--- src/rtl/multicore_pkg.sv ---
// Shared types for the fetch front end.
//   RESET_PC_DEFAULT : PC fetched first after reset
//   FETCH_BUF_DEPTH  : instruction buffer depth (only 2 is supported)
//   fetch_state_t    : request tracker state (IDLE / WAIT / DRAIN)
//   fetch_entry_t    : one buffered instruction {pc, instr}
package multicore_pkg;

  localparam logic [31:0] RESET_PC_DEFAULT = 32'h0000_0000;
  localparam int          FETCH_BUF_DEPTH  = 2;

  // IDLE  : nothing outstanding at the cache
  // WAIT  : one request outstanding, its response will be kept
  // DRAIN : one request outstanding, its response is stale and dropped
  typedef enum logic [1:0] {
    IDLE  = 2'd0,
    WAIT  = 2'd1,
    DRAIN = 2'd2
  } fetch_state_t;

  typedef struct packed {
    logic [31:0] pc;
    logic [31:0] instr;
  } fetch_entry_t;

endpackage

--- src/rtl/fetch_buffer.sv ---
// Two-entry FIFO of fetched instructions.
//   clk_i, rst_i  : clock, synchronous active-high reset
//   flush_i       : drop all entries (wins over push/pop)
//   push_i        : write push_data_i at the tail
//   pop_i         : retire the head
//   count_o       : number of valid entries (0..2)
//   head_o        : head entry (contents meaningless when count_o == 0)
module fetch_buffer
  import multicore_pkg::*;
(
  input  logic         clk_i,
  input  logic         rst_i,
  input  logic         flush_i,
  input  logic         push_i,
  input  fetch_entry_t push_data_i,
  input  logic         pop_i,
  output logic [1:0]   count_o,
  output fetch_entry_t head_o
);

  fetch_entry_t mem_q [2];
  logic         rd_ptr_q;
  logic         wr_ptr_q;
  logic [1:0]   count_q;
  logic [1:0]   count_d;

  always_comb begin
    count_d = count_q;
    if (flush_i)               count_d = 2'd0;
    else if (push_i && !pop_i) count_d = count_q + 2'd1;
    else if (!push_i && pop_i) count_d = count_q - 2'd1;
  end

  always_ff @(posedge clk_i) begin
    if (rst_i) begin
      mem_q[0] <= '0;
      mem_q[1] <= '0;
      rd_ptr_q <= 1'b0;
      wr_ptr_q <= 1'b0;
      count_q  <= 2'd0;
    end else begin
      count_q <= count_d;
      if (flush_i) begin
        // Storage is left as is; only the pointers matter once empty.
        rd_ptr_q <= 1'b0;
        wr_ptr_q <= 1'b0;
      end else begin
        if (push_i) begin
          mem_q[wr_ptr_q] <= push_data_i;
          wr_ptr_q        <= ~wr_ptr_q;
        end
        if (pop_i) rd_ptr_q <= ~rd_ptr_q;
      end
    end
  end

  assign count_o = count_q;
  assign head_o  = mem_q[rd_ptr_q];

endmodule

--- src/rtl/fetch_unit.sv ---
// Instruction fetch: issues one cache request at a time, tracks whether the
// outstanding response is still wanted after a redirect, and buffers
// returned instructions for decode.
//   i_aclk, i_reset         : clock, synchronous active-high reset
//   i_fetch_en              : permit to issue new requests
//   i_br_valid, i_br_addr   : redirect strobe and target (bits [1:0] ignored)
//   i_decode_en             : decode accepts the head when o_instr_valid
//   o_icache_req/addr       : request handshake towards the I-cache
//   i_icache_ready          : cache accepts the request this cycle
//   i_icache_rvalid/rdata   : one response per accepted request
//   o_instr_valid/instr/pc  : buffer head presented to decode
module fetch_unit
  import multicore_pkg::*;
#(
  parameter logic [31:0] RESET_PC  = RESET_PC_DEFAULT,
  parameter int          BUF_DEPTH = FETCH_BUF_DEPTH
) (
  input  logic        i_aclk,
  input  logic        i_reset,
  input  logic        i_fetch_en,
  input  logic        i_br_valid,
  input  logic [31:0] i_br_addr,
  input  logic        i_decode_en,
  output logic        o_icache_req,
  output logic [31:0] o_icache_addr,
  input  logic        i_icache_ready,
  input  logic        i_icache_rvalid,
  input  logic [31:0] i_icache_rdata,
  output logic        o_instr_valid,
  output logic [31:0] o_instr,
  output logic [31:0] o_pc
);

  localparam logic [1:0] BUF_FULL = 2'(BUF_DEPTH);

  fetch_state_t state_q;
  logic [31:0]  fetch_pc_q;
  logic [31:0]  req_pc_q;

  logic [1:0]   buf_count;
  fetch_entry_t buf_head;
  fetch_entry_t push_entry;
  logic         req;
  logic         accept;
  logic         push;
  logic         pop;
  logic [31:0]  br_target;
  logic         br_addr_lsb_unused;

  assign br_target          = {i_br_addr[31:2], 2'b00};
  assign br_addr_lsb_unused = ^i_br_addr[1:0];

  // Request only from IDLE so at most one request is ever in flight. The
  // buffer check uses the registered count: with nothing outstanding, a
  // count below full guarantees the eventual response has a slot. A redirect
  // withdraws the request in the same cycle so the stale PC is never sent.
  assign req    = ~i_reset & (state_q == IDLE) & i_fetch_en & ~i_br_valid
                & (buf_count < BUF_FULL);
  assign accept = req & i_icache_ready;

  // Responses are kept only in WAIT; a redirect in the same cycle kills it.
  assign push       = (state_q == WAIT) & i_icache_rvalid & ~i_br_valid;
  assign push_entry = '{pc: req_pc_q, instr: i_icache_rdata};

  assign o_instr_valid = (buf_count != 2'd0) & ~i_br_valid;
  assign pop           = o_instr_valid & i_decode_en;

  always_ff @(posedge i_aclk) begin
    if (i_reset) begin
      state_q    <= IDLE;
      fetch_pc_q <= {RESET_PC[31:2], 2'b00};
      req_pc_q   <= '0;
    end else begin
      if (i_br_valid)  fetch_pc_q <= br_target;
      else if (accept) fetch_pc_q <= fetch_pc_q + 32'd4;  // wraps to 0
      if (accept)      req_pc_q   <= fetch_pc_q;

      unique case (state_q)
        IDLE:  if (accept) state_q <= WAIT;
        WAIT: begin
          if (i_br_valid)           state_q <= i_icache_rvalid ? IDLE : DRAIN;
          else if (i_icache_rvalid) state_q <= IDLE;
        end
        DRAIN: if (i_icache_rvalid) state_q <= IDLE;
        default:                    state_q <= IDLE;
      endcase
    end
  end

  fetch_buffer u_buf (
    .clk_i       (i_aclk),
    .rst_i       (i_reset),
    .flush_i     (i_br_valid),
    .push_i      (push),
    .push_data_i (push_entry),
    .pop_i       (pop),
    .count_o     (buf_count),
    .head_o      (buf_head)
  );

  assign o_icache_req  = req;
  assign o_icache_addr = fetch_pc_q;
  assign o_instr       = buf_head.instr;
  assign o_pc          = buf_head.pc;

endmodule
--- config.mk ---
export PLATFORM = sky130hd
export DESIGN_NAME = fetch_unit
export DESIGN_NICKNAME = d
export VERILOG_FILES = /design/src/rtl/multicore_pkg.sv /design/src/rtl/fetch_buffer.sv /design/src/rtl/fetch_unit.sv
export SDC_FILE = /design/constraint.sdc
export NUM_CORES = 1
export LEC_CHECK = 0
export ABC_CLOCK_PERIOD_IN_PS = 7100
export CAP_MARGIN = 25
export CELL_PAD_IN_SITES_DETAIL_PLACEMENT = 0
export CELL_PAD_IN_SITES_GLOBAL_PLACEMENT = 1
export CORE_UTILIZATION = 41
export CTS_CLUSTER_SIZE = 8
export DETAILED_ROUTE_END_ITERATION = 6
export GPL_TIMING_DRIVEN = 0
export PLACE_DENSITY = 0.85
export SLEW_MARGIN = 20
export SYNTH_ARGS = -nofsm -noshare
export SYNTH_HDL_FRONTEND = slang
export SYNTH_SLANG_ARGS = --single-unit
--- constraint.sdc ---
create_clock -name i_aclk -period 7.1 [get_ports i_aclk]
set_input_delay 0.71 -clock i_aclk [delete_from_list [all_inputs] [get_ports i_aclk]]
set_output_delay 0.71 -clock i_aclk [all_outputs]
set_load 0.005 [all_outputs]
### Word level (Yosys, flattened, before mapping)

Memory sizes are Yosys's and may differ from the RTL's. A register that Yosys moved wholly into a read port is not among the register bits.
Cells that the tools add are included.

* bits in latches: 0
* bits in read-only memories: 0
* flip-flop bits (word level): 70
* output and inout bits: 98
* memories kept: 1
* word-level logic and storage cells: 58
* bits in writable memories: 128

* add/subtract/negate cells: 3
* shifts and indexed selects: 0
* mux-type cells: 20
* multiply operators: 0
* reductions and logical operators: 10
* magnitude comparators: 1
* divide/modulo/power cells: 0
* bitwise logic cells: 13
* equal/unequal tests: 3

Memory list
* u_buf.mem_q: depth 2, width 64, read ports 1, clocked after Yosys merged registers in 1, wr ports 2, RTL line fetch_buffer.sv:21 `fetch_entry_t mem_q [2];`

Operators with widths (count)
* two-way mux 32 bit: 2
* two-way mux 64 bit: 1
* OR reduction 64 bit: 1
* adder 32 x 3 -> 32 bit, second input constant: 1
* two-way mux 2 bit: 6
* two-way mux 1 bit: 10
* AND 1 bit: 9
* one-hot mux 2 bit (3 select lines): 1
* nonzero test 2 bit: 3
* NOT 1 bit: 4
* adder 2 x 1 -> 2 bit, second input constant: 1
* equality test 2 x 1 -> 1 bit, second input constant: 1
* equality test 2 bit, second input constant: 1
* logical AND 1 bit: 2
* zero test 1 bit: 2
* zero test 2 bit: 1
* less-than comparator 2 bit, second input constant: 1
* != test 2 bit, second input constant: 1
* OR reduction 2 bit: 1
* subtractor 2 x 1 -> 2 bit, second input constant: 1

### Longest topological paths before layout

Gate-level depths: netlist of run 1.

* word-level depth: 9
* mapped depth: 7

### Hierarchy

Synthesis of run 1 repeated with hierarchy kept, for this count alone.

* cells, all modules: 744
* area, all modules: 8720.9 µm²

By module, submodules not included
* fetch_buffer: times used 1, area an instance 5873.1 µm², cells each 379, seq. area each 3943.8 µm²
* fetch_unit: times used 1, area an instance 2847.7 µm², cells each 365, seq. area each 1241.2 µm²

### Worst setup path before layout of run 1

OpenSTA, ideal clock, no wires.

* path type: input -> register
* start: input port i_br_valid
* end: memory u_buf.mem_q[0][0] (netlist name) (enable)
* stages: 3
* data required time: 6.526 ns
* slack: 0.796 ns
* data arrival time: 5.730 ns
* buffers on the path: 2
* library setup time: 0.574 ns
* cell sequence: clkbuf_1 -> clkbuf_1 -> o31ai_1

RTL lines
* start, declared: RTL line fetch_unit.sv:21 `input logic i_br_valid,`
* end, declared: RTL line fetch_buffer.sv:21

==> results of run 1 <==
## cell families after synthesis
family / share of synthesized area, %
AND/OR/NAND/NOR: 21.5
XOR/XNOR: 1.02
flip-flops: 59.0
other: 0.0437
AO/OA/AOI/OAI: 6.90
buffers and inverters: 2.87
adder cells (fa/ha/maj): 0.292
multiplexers: 8.37
## cell usage in the layout, fill, tap and decap left out, types with 11 or more instances in the layout
cell | Yosys | layout
clkdlybuf4s50_1 | 0 | 161
and2_1 | 131 | 131
edfxtp_1 | 124 | 124
nand2_1 | 70 | 70
dfxtp_1 | 67 | 67
mux2_2 | 62 | 62
clkbuf_1 | 39 | 39
nor2_1 | 32 | 32
a21oi_1 | 31 | 31
clkbuf_16 | 0 | 18
or4_1 | 17 | 17
nand4_1 | 16 | 16
nand3_1 | 12 | 12
and3_1 | 11 | 11
## cell type report
type / count / area [sq um] / share of cell area, %
Clock inverter: 13 / 136 / 1.21
Tap cell: 270 / 338 / 3.01
Multi-Input combinational cell: 491 / 3300 / 29.4
Sequential cell: 191 / 5060 / 45.1
Inverter: 5 / 18.8 / 0.167
Clock buffer: 19 / 464 / 4.13
Buffer: 52 / 228 / 2.03
Timing Repair Buffer: 166 / 1690 / 15.0
## flip-flops by register name (all words and copies together), names as in the netlist, named ones only
| register | count |
|---|---|
| u_buf.wr_ptr_q | 1 |
| req_pc_q | 30 |
| u_buf.count_o | 2 |
| u_buf.rd_ptr_q | 1 |
| state_q | 2 |
| o_icache_addr | 30 |
| u_buf.mem_q | 124 |
## per-layer routing
metal / share of wire, % / vias to the layer above / wire (um) / track usage, %
met3: 6.0 / 33 / 1230 / 3.78
li1: - / 3036 / - / -
met1: 43 / 2889 / 8880 / 25.6
met2: 48 / 233 / 9780 / 31.6
met5: 0 / - / 0 / 0
met4: 2.6 / 0 / 530 / 8.39
## report_power, final
part           switching [uW]  internal, uW
sequential               34.6          1220
combinational            84.7           115
clock                     450           501
total                     569          1830
## worst max-delay path, cell delays in order
cell and delay [ps]:
clkdlybuf4s50_1 570, or2_1 290, clkbuf_1 310, nor3_2 730
or2_4 380, buf_16 280
## stage by stage
step                utilization, %  area, sq um  hold WS, ps  setup slack (ps)  setup TNS [ps]
CTS                           55.2        11200          466              3780               0
finish                        55.2        11200          463              3880               0
global route                  55.2        11200          480              3720               0
detailed placement            52.2        10600          456              3420               0
floorplan                        -         8590          440               796               0
global placement              51.8        10500          449             -2720         -168510
## worst paths after layout
kind	startpoint	end	cells after the start
min reg2reg	req_pc_q[22]$_SDFFE_PP0P_	req_pc_q[22]$_SDFFE_PP0P_	2
max reg2reg	state_q[1]$_SDFFE_PP0P_	u_buf.mem_q[1][29]$_SDFFCE_PN0P_	4
max	i_br_valid	u_buf.mem_q[1][29]$_SDFFCE_PN0P_	6
min	req_pc_q[22]$_SDFFE_PP0P_	req_pc_q[22]$_SDFFE_PP0P_	2
==> flow_summary_export.csv, run 1 <==
group,metric,value,unit
status,outcome,"finished clean",
timing,fin_skew,11.9,ps
yosys,yosysSeqAreaShare,59.0,%
placement,place.gp.congestion,0.837,
power,ir_drop,0.000174,V
timing,hold_violations,0,
critical_path,crit_fanout,51,
detailed_routing,drtIter0Drc,271,
timing,period_minus_slack,3220,ps
worst_hold_path,hp-class,"flop to flop",
global_routing,gr-total-overflow,0,
floorplan,die-area,21500,sq um
clock_tree,htreeDepth,4,
layout,layout.nets,997,
clock_tree,clock-sinks,191,
power,cellPowerDensity,214,nW/um^2
critical_path,r2r_slack,4570,ps
yosys,synth_top_area_share,43.4,%
detailed_routing,routed_wl,20400,um
yosys,ys_seq_elements,191,
floorplan,start_util,42.1,%
layout,area_growth,31.0,%
floorplan,pin_count,169,
clock_tree,cts_buffers,17,
global_routing,grt_max_degree,52,
global_routing,grt_usage,19.6,%
power,power.leakage,0.00396,uW
detailed_routing,drc_errors,0,
global_routing,grt_pass1_wl,32600,um
detailed_routing,vias_per_cell,5.13,
clock_tree,cts_buffer_depth,2,
clock_tree,clk_latency,430,ps
power,power,2400,uW
yosys,synth-edff-count,124,
global_routing,grt_pass1_vias,6155,
yosys,synth_area_per_cell,11.7,sq um
detailed_routing,dr.pass1.iters,7,
yosys,synth_area_leaders,"edfxtp_1, dfxtp_1, and2_1",
detailed_routing,ant_nets,0,
timing,rsz0062_at_grt,"false",
timing,tightestPinTransition,837,ps
yosys,synth_warnings,0,
critical_path,worstSetupStartpointType,"input port",
yosys,syn_area,8580,sq um
critical_path,cp.arrival,3330,ps
detailed_routing,vias,6191,
critical_path,cp-end-kind,"flop",
floorplan,chipWidth,147,um
flow_run,cap_violations,0,
detailed_routing,routedWlPerCell,16.9,um
yosys,ys.flop_type,"edfxtp_1",
yosys,synth_common_cells,"and2_1, edfxtp_1, nand2_1",
clock_tree,cts_root_buf,"clkbuf_16",
placement,hpwlAfterDp,14400,um
timing,finalCritPeriodShare,45.3,%
placement,portBuffers,161,
clock_tree,ctsHoldBuffers,0,
yosys,synth_cells,736,
timing,setup_viol,0,
placement,post-place-cells,1175,
floorplan,die_h,147,um
timing,maxSlewViolCount,0,
clock_tree,tritoncts,"built",
clock_tree,post_cts_buffers,0,
layout,finalNonFillerCells,1207,
yosys,synth_top_area_cell,"edfxtp_1",
layout,drive_gt1_share,13.0,%
global_routing,antenna_found_initial,0,
floorplan,row_count,52,
critical_path,crit_required,7210,ps
clock_tree,cts_resized,0,
layout,antennaDiodeCount,0,
layout,nFillCells,1795,
floorplan,coreArea,20400,sq um
clock_tree,clk_pin_slew_worst_paths,70,ps
yosys,synthArstFlopShare,0,%
critical_path,critical_path_class,"input port to flop",
timing,slew_headroom,43.9,%
yosys,ys_types,53,
yosys,synthMostInstantiatedCell,"and2_1",
timing,fmax,0.311,GHz
Note: power is estimated with default switching activity, not from simulation.
==> run 2: changes to the inputs <==
--- a/config.mk
+++ b/config.mk
@@ -5,7 +5,7 @@
 export SDC_FILE = /design/constraint.sdc
 export NUM_CORES = 1
 export LEC_CHECK = 0
-export ABC_CLOCK_PERIOD_IN_PS = 7100
+export ABC_CLOCK_PERIOD_IN_PS = 3000
 export CAP_MARGIN = 25
 export CELL_PAD_IN_SITES_DETAIL_PLACEMENT = 0
 export CELL_PAD_IN_SITES_GLOBAL_PLACEMENT = 1
==> constraint.sdc (replaced) <==
create_clock -name i_aclk -period 3 [get_ports i_aclk]
set_input_delay 0.3 -clock i_aclk [delete_from_list [all_inputs] [get_ports i_aclk]]
set_output_delay 0.3 -clock i_aclk [all_outputs]
set_load 0.005 [all_outputs]
==> flow_summary_export.csv, run 2 (synthesis gave the netlist of run 1 again) <==
group,metric,value,unit
timing,hold_violations,0,
clock_tree,clock-sinks,191,
critical_path,path_cells,"clkbuf_1 > clkbuf_1 > mux2_2 > clkdlybuf4s50_1",
layout,final_common_cell,"clkdlybuf4s50_1",
timing,finalCritPeriodShare,94.1,%
global_routing,grt_max_degree,52,
layout,layout.nets,999,
critical_path,cp.arrival,2520,ps
floorplan,chipWidth,147,um
worst_hold_path,min_to,"o_icache_addr[9]$_SDFFE_PP0P_",
global_routing,antenna_found_initial,0,
power,sw_frac_of_total,23.7,%
timing,setup_ws,176,ps
detailed_routing,drtIter0Drc,415,
worst_hold_path,hold_start,"i_br_addr[9]",
layout,top_register,"u_buf.mem_q",
global_routing,grt_usage,19.5,%
power,p_switching,1320,uW
power,p_clk_share,38.2,%
clock_tree,ctsHoldBuffers,0,
detailed_routing,drc_errors,0,
layout,largest_register_ff_count,124,
timing,slew_headroom,42.5,%
power,p_comb_share,8.6,%
clock_tree,cts_root_buf,"clkbuf_16",
floorplan,row_count,52,
placement,portBuffers,161,
critical_path,crit_required,2700,ps
flow_run,cap_violations,0,
critical_path,reg2reg_depth,4,
floorplan,die-area,21500,sq um
placement,place.gp.congestion,0.850,
power,power,5570,uW
power,p_int,4250,uW
clock_tree,cts_buffers,17,
critical_path,critical_path_class,"flop to output pin",
power,p_seq_share,53.3,%
critical_path,crit_fanout,10,
detailed_routing,vias_per_cell,5.14,
power,power.leakage,0.00394,uW
clock_tree,clk_latency,430,ps
clock_tree,post_cts_buffers,0,
timing,tightestPinTransition,858,ps
clock_tree,htreeDepth,4,
global_routing,grt_pass1_wl,32500,um
timing,period_minus_slack,2820,ps
layout,antennaDiodeCount,0,
critical_path,r2r_end,"u_buf.mem_q[1][4]$_SDFFCE_PN0P_",
global_routing,gr-total-overflow,0,
clock_tree,clk_pin_slew_worst_paths,70,ps
critical_path,r2r_slack,450,ps
critical_path,worstSetupStartpointType,"flop",
detailed_routing,routedWlPerCell,17.1,um
floorplan,pin_count,169,
timing,fmax,0.354,GHz
clock_tree,cts_buffer_depth,2,
timing,fin_skew,11.2,ps
detailed_routing,ant_nets,0,
worst_hold_path,hold_depth,3,
floorplan,die_h,147,um
clock_tree,tritoncts,"built",
layout,nFillCells,1777,
timing,rsz0062_at_grt,"true",
placement,hpwlAfterDp,14600,um
layout,layout_common_cells,"clkdlybuf4s50_1, and2_1, edfxtp_1",
power,cellPowerDensity,496,nW/um^2
floorplan,start_util,42.1,%
critical_path,cp-end-kind,"output pin",
detailed_routing,routed_wl,20600,um
layout,drive_gt1_share,13.1,%
clock_tree,cts_resized,0,
critical_path,cp_num_buf_inv,3,
power,ir_drop,0.000366,V
floorplan,coreArea,20400,sq um
critical_path,crit_path_frequent_cell,"clkbuf_1",
worst_hold_path,hp-class,"input port to flop",
placement,pre_cts_ws,-289,ps
detailed_routing,vias,6218,
critical_path,slowest_stage,"clkbuf_1",
timing,whs,444,ps
global_routing,grt_pass1_vias,6115,
critical_path,r2r-start,"state_q[0]$_SDFFE_PP0P_",
detailed_routing,dr.pass1.iters,5,
critical_path,cp_top_family,"buffers and inverters",
layout,final_core_util,55.1,%
timing,setup_viol,0,
critical_path,max_stage_delay,510,ps
timing,maxSlewViolCount,0,
status,outcome,"finished clean",
layout,area_growth,30.8,%
==> run 2: cell types whose count changed in the layout (fill, tap and decap cells not counted), sizes merged <==
| cell | before | now |
|---|---|---|
| clkinv | 3 | 4 |
| clkinvlp | 0 | 3 |
| clkbuf | 58 | 56 |
| inv | 15 | 13 |
| buf | 18 | 20 |
==> run 2: worst max path at each step <==
stage	slack, ps	endpoint	depth (start not counted)
final	180	o_instr[12]	4
after global routing	-5	o_instr[1]	4
after CTS	30	o_instr[1]	4
after floorplan	210	u_buf.mem_q[0][0]$_SDFFCE_PN0P_	3
after detailed placement	-290	u_buf.mem_q[1][34]$_SDFFCE_PN0P_	6
after global placement	-1620	u_buf.mem_q[0][30]$_SDFFCE_PN0P_	4
==> run 2: tightest hold or removal path, cell delays in order <==
cell and delay, ps:
clkdlybuf4s50_1 400, nor2_1 80, a311oi_1 50
==> run 2: final cells by class <==
cell class | count | area [sq um] | area share [%]
repair buffers | 168 | 1720 | 15.3
flip-flops and latches | 191 | 5060 | 45.1
clock buffers | 17 | 425 | 3.79
multi-input cells | 491 | 3300 | 29.4
clock inverters | 15 | 125 | 1.12
inverters | 5 | 18.8 | 0.167
plain buffers | 52 | 228 | 2.03
well taps | 270 | 338 | 3.01
==> run 2: through the flow <==
| step | TNS (ps) | instance area, sq um | std cells |
|---|---|---|---|
| after floorplan | 0 | 8610 | 739 |
| after global placement | -185400 | 10600 | 1170 |
| after detailed placement | -14870 | 10700 | 1177 |
| after CTS | 0 | 11200 | 1209 |
| after global routing | -12.9 | 11200 | 1209 |
| final | 0 | 11200 | 1209 |
==> run 2: layer usage <==
layer  global-route usage, %  up-vias  share of wire [%]
met5                       0        -                  0
met3                    3.97       31                6.1
met1                    25.2     2907                 43
met4                    7.03        0                1.8
li1                        -     3047                  -
met2                    32.4      233                 49
==> run 2: power by group through the flow <==
stage          Sequential, uW  Combinational (uW)  Clock (uW)
6_report                 2960                 476        2120
4_1_cts                  2960                 481        2150
3_3_place_gp             3020                 459           0
3_5_place_dp             3020                 477           0
2_1_floorplan            3000                 181           0
5_1_grt                  2980                 513        2250
==> run 3: changes to the inputs <==
--- a/config.mk
+++ b/config.mk
@@ -6,7 +6,7 @@
 export NUM_CORES = 1
 export LEC_CHECK = 0
 export ABC_CLOCK_PERIOD_IN_PS = 3000
-export CAP_MARGIN = 25
+export CAP_MARGIN = 30
 export CELL_PAD_IN_SITES_DETAIL_PLACEMENT = 0
 export CELL_PAD_IN_SITES_GLOBAL_PLACEMENT = 1
 export CORE_UTILIZATION = 41
==> results of run 3 <==
Final layout, timing and power as in run 2 (identical DEF).
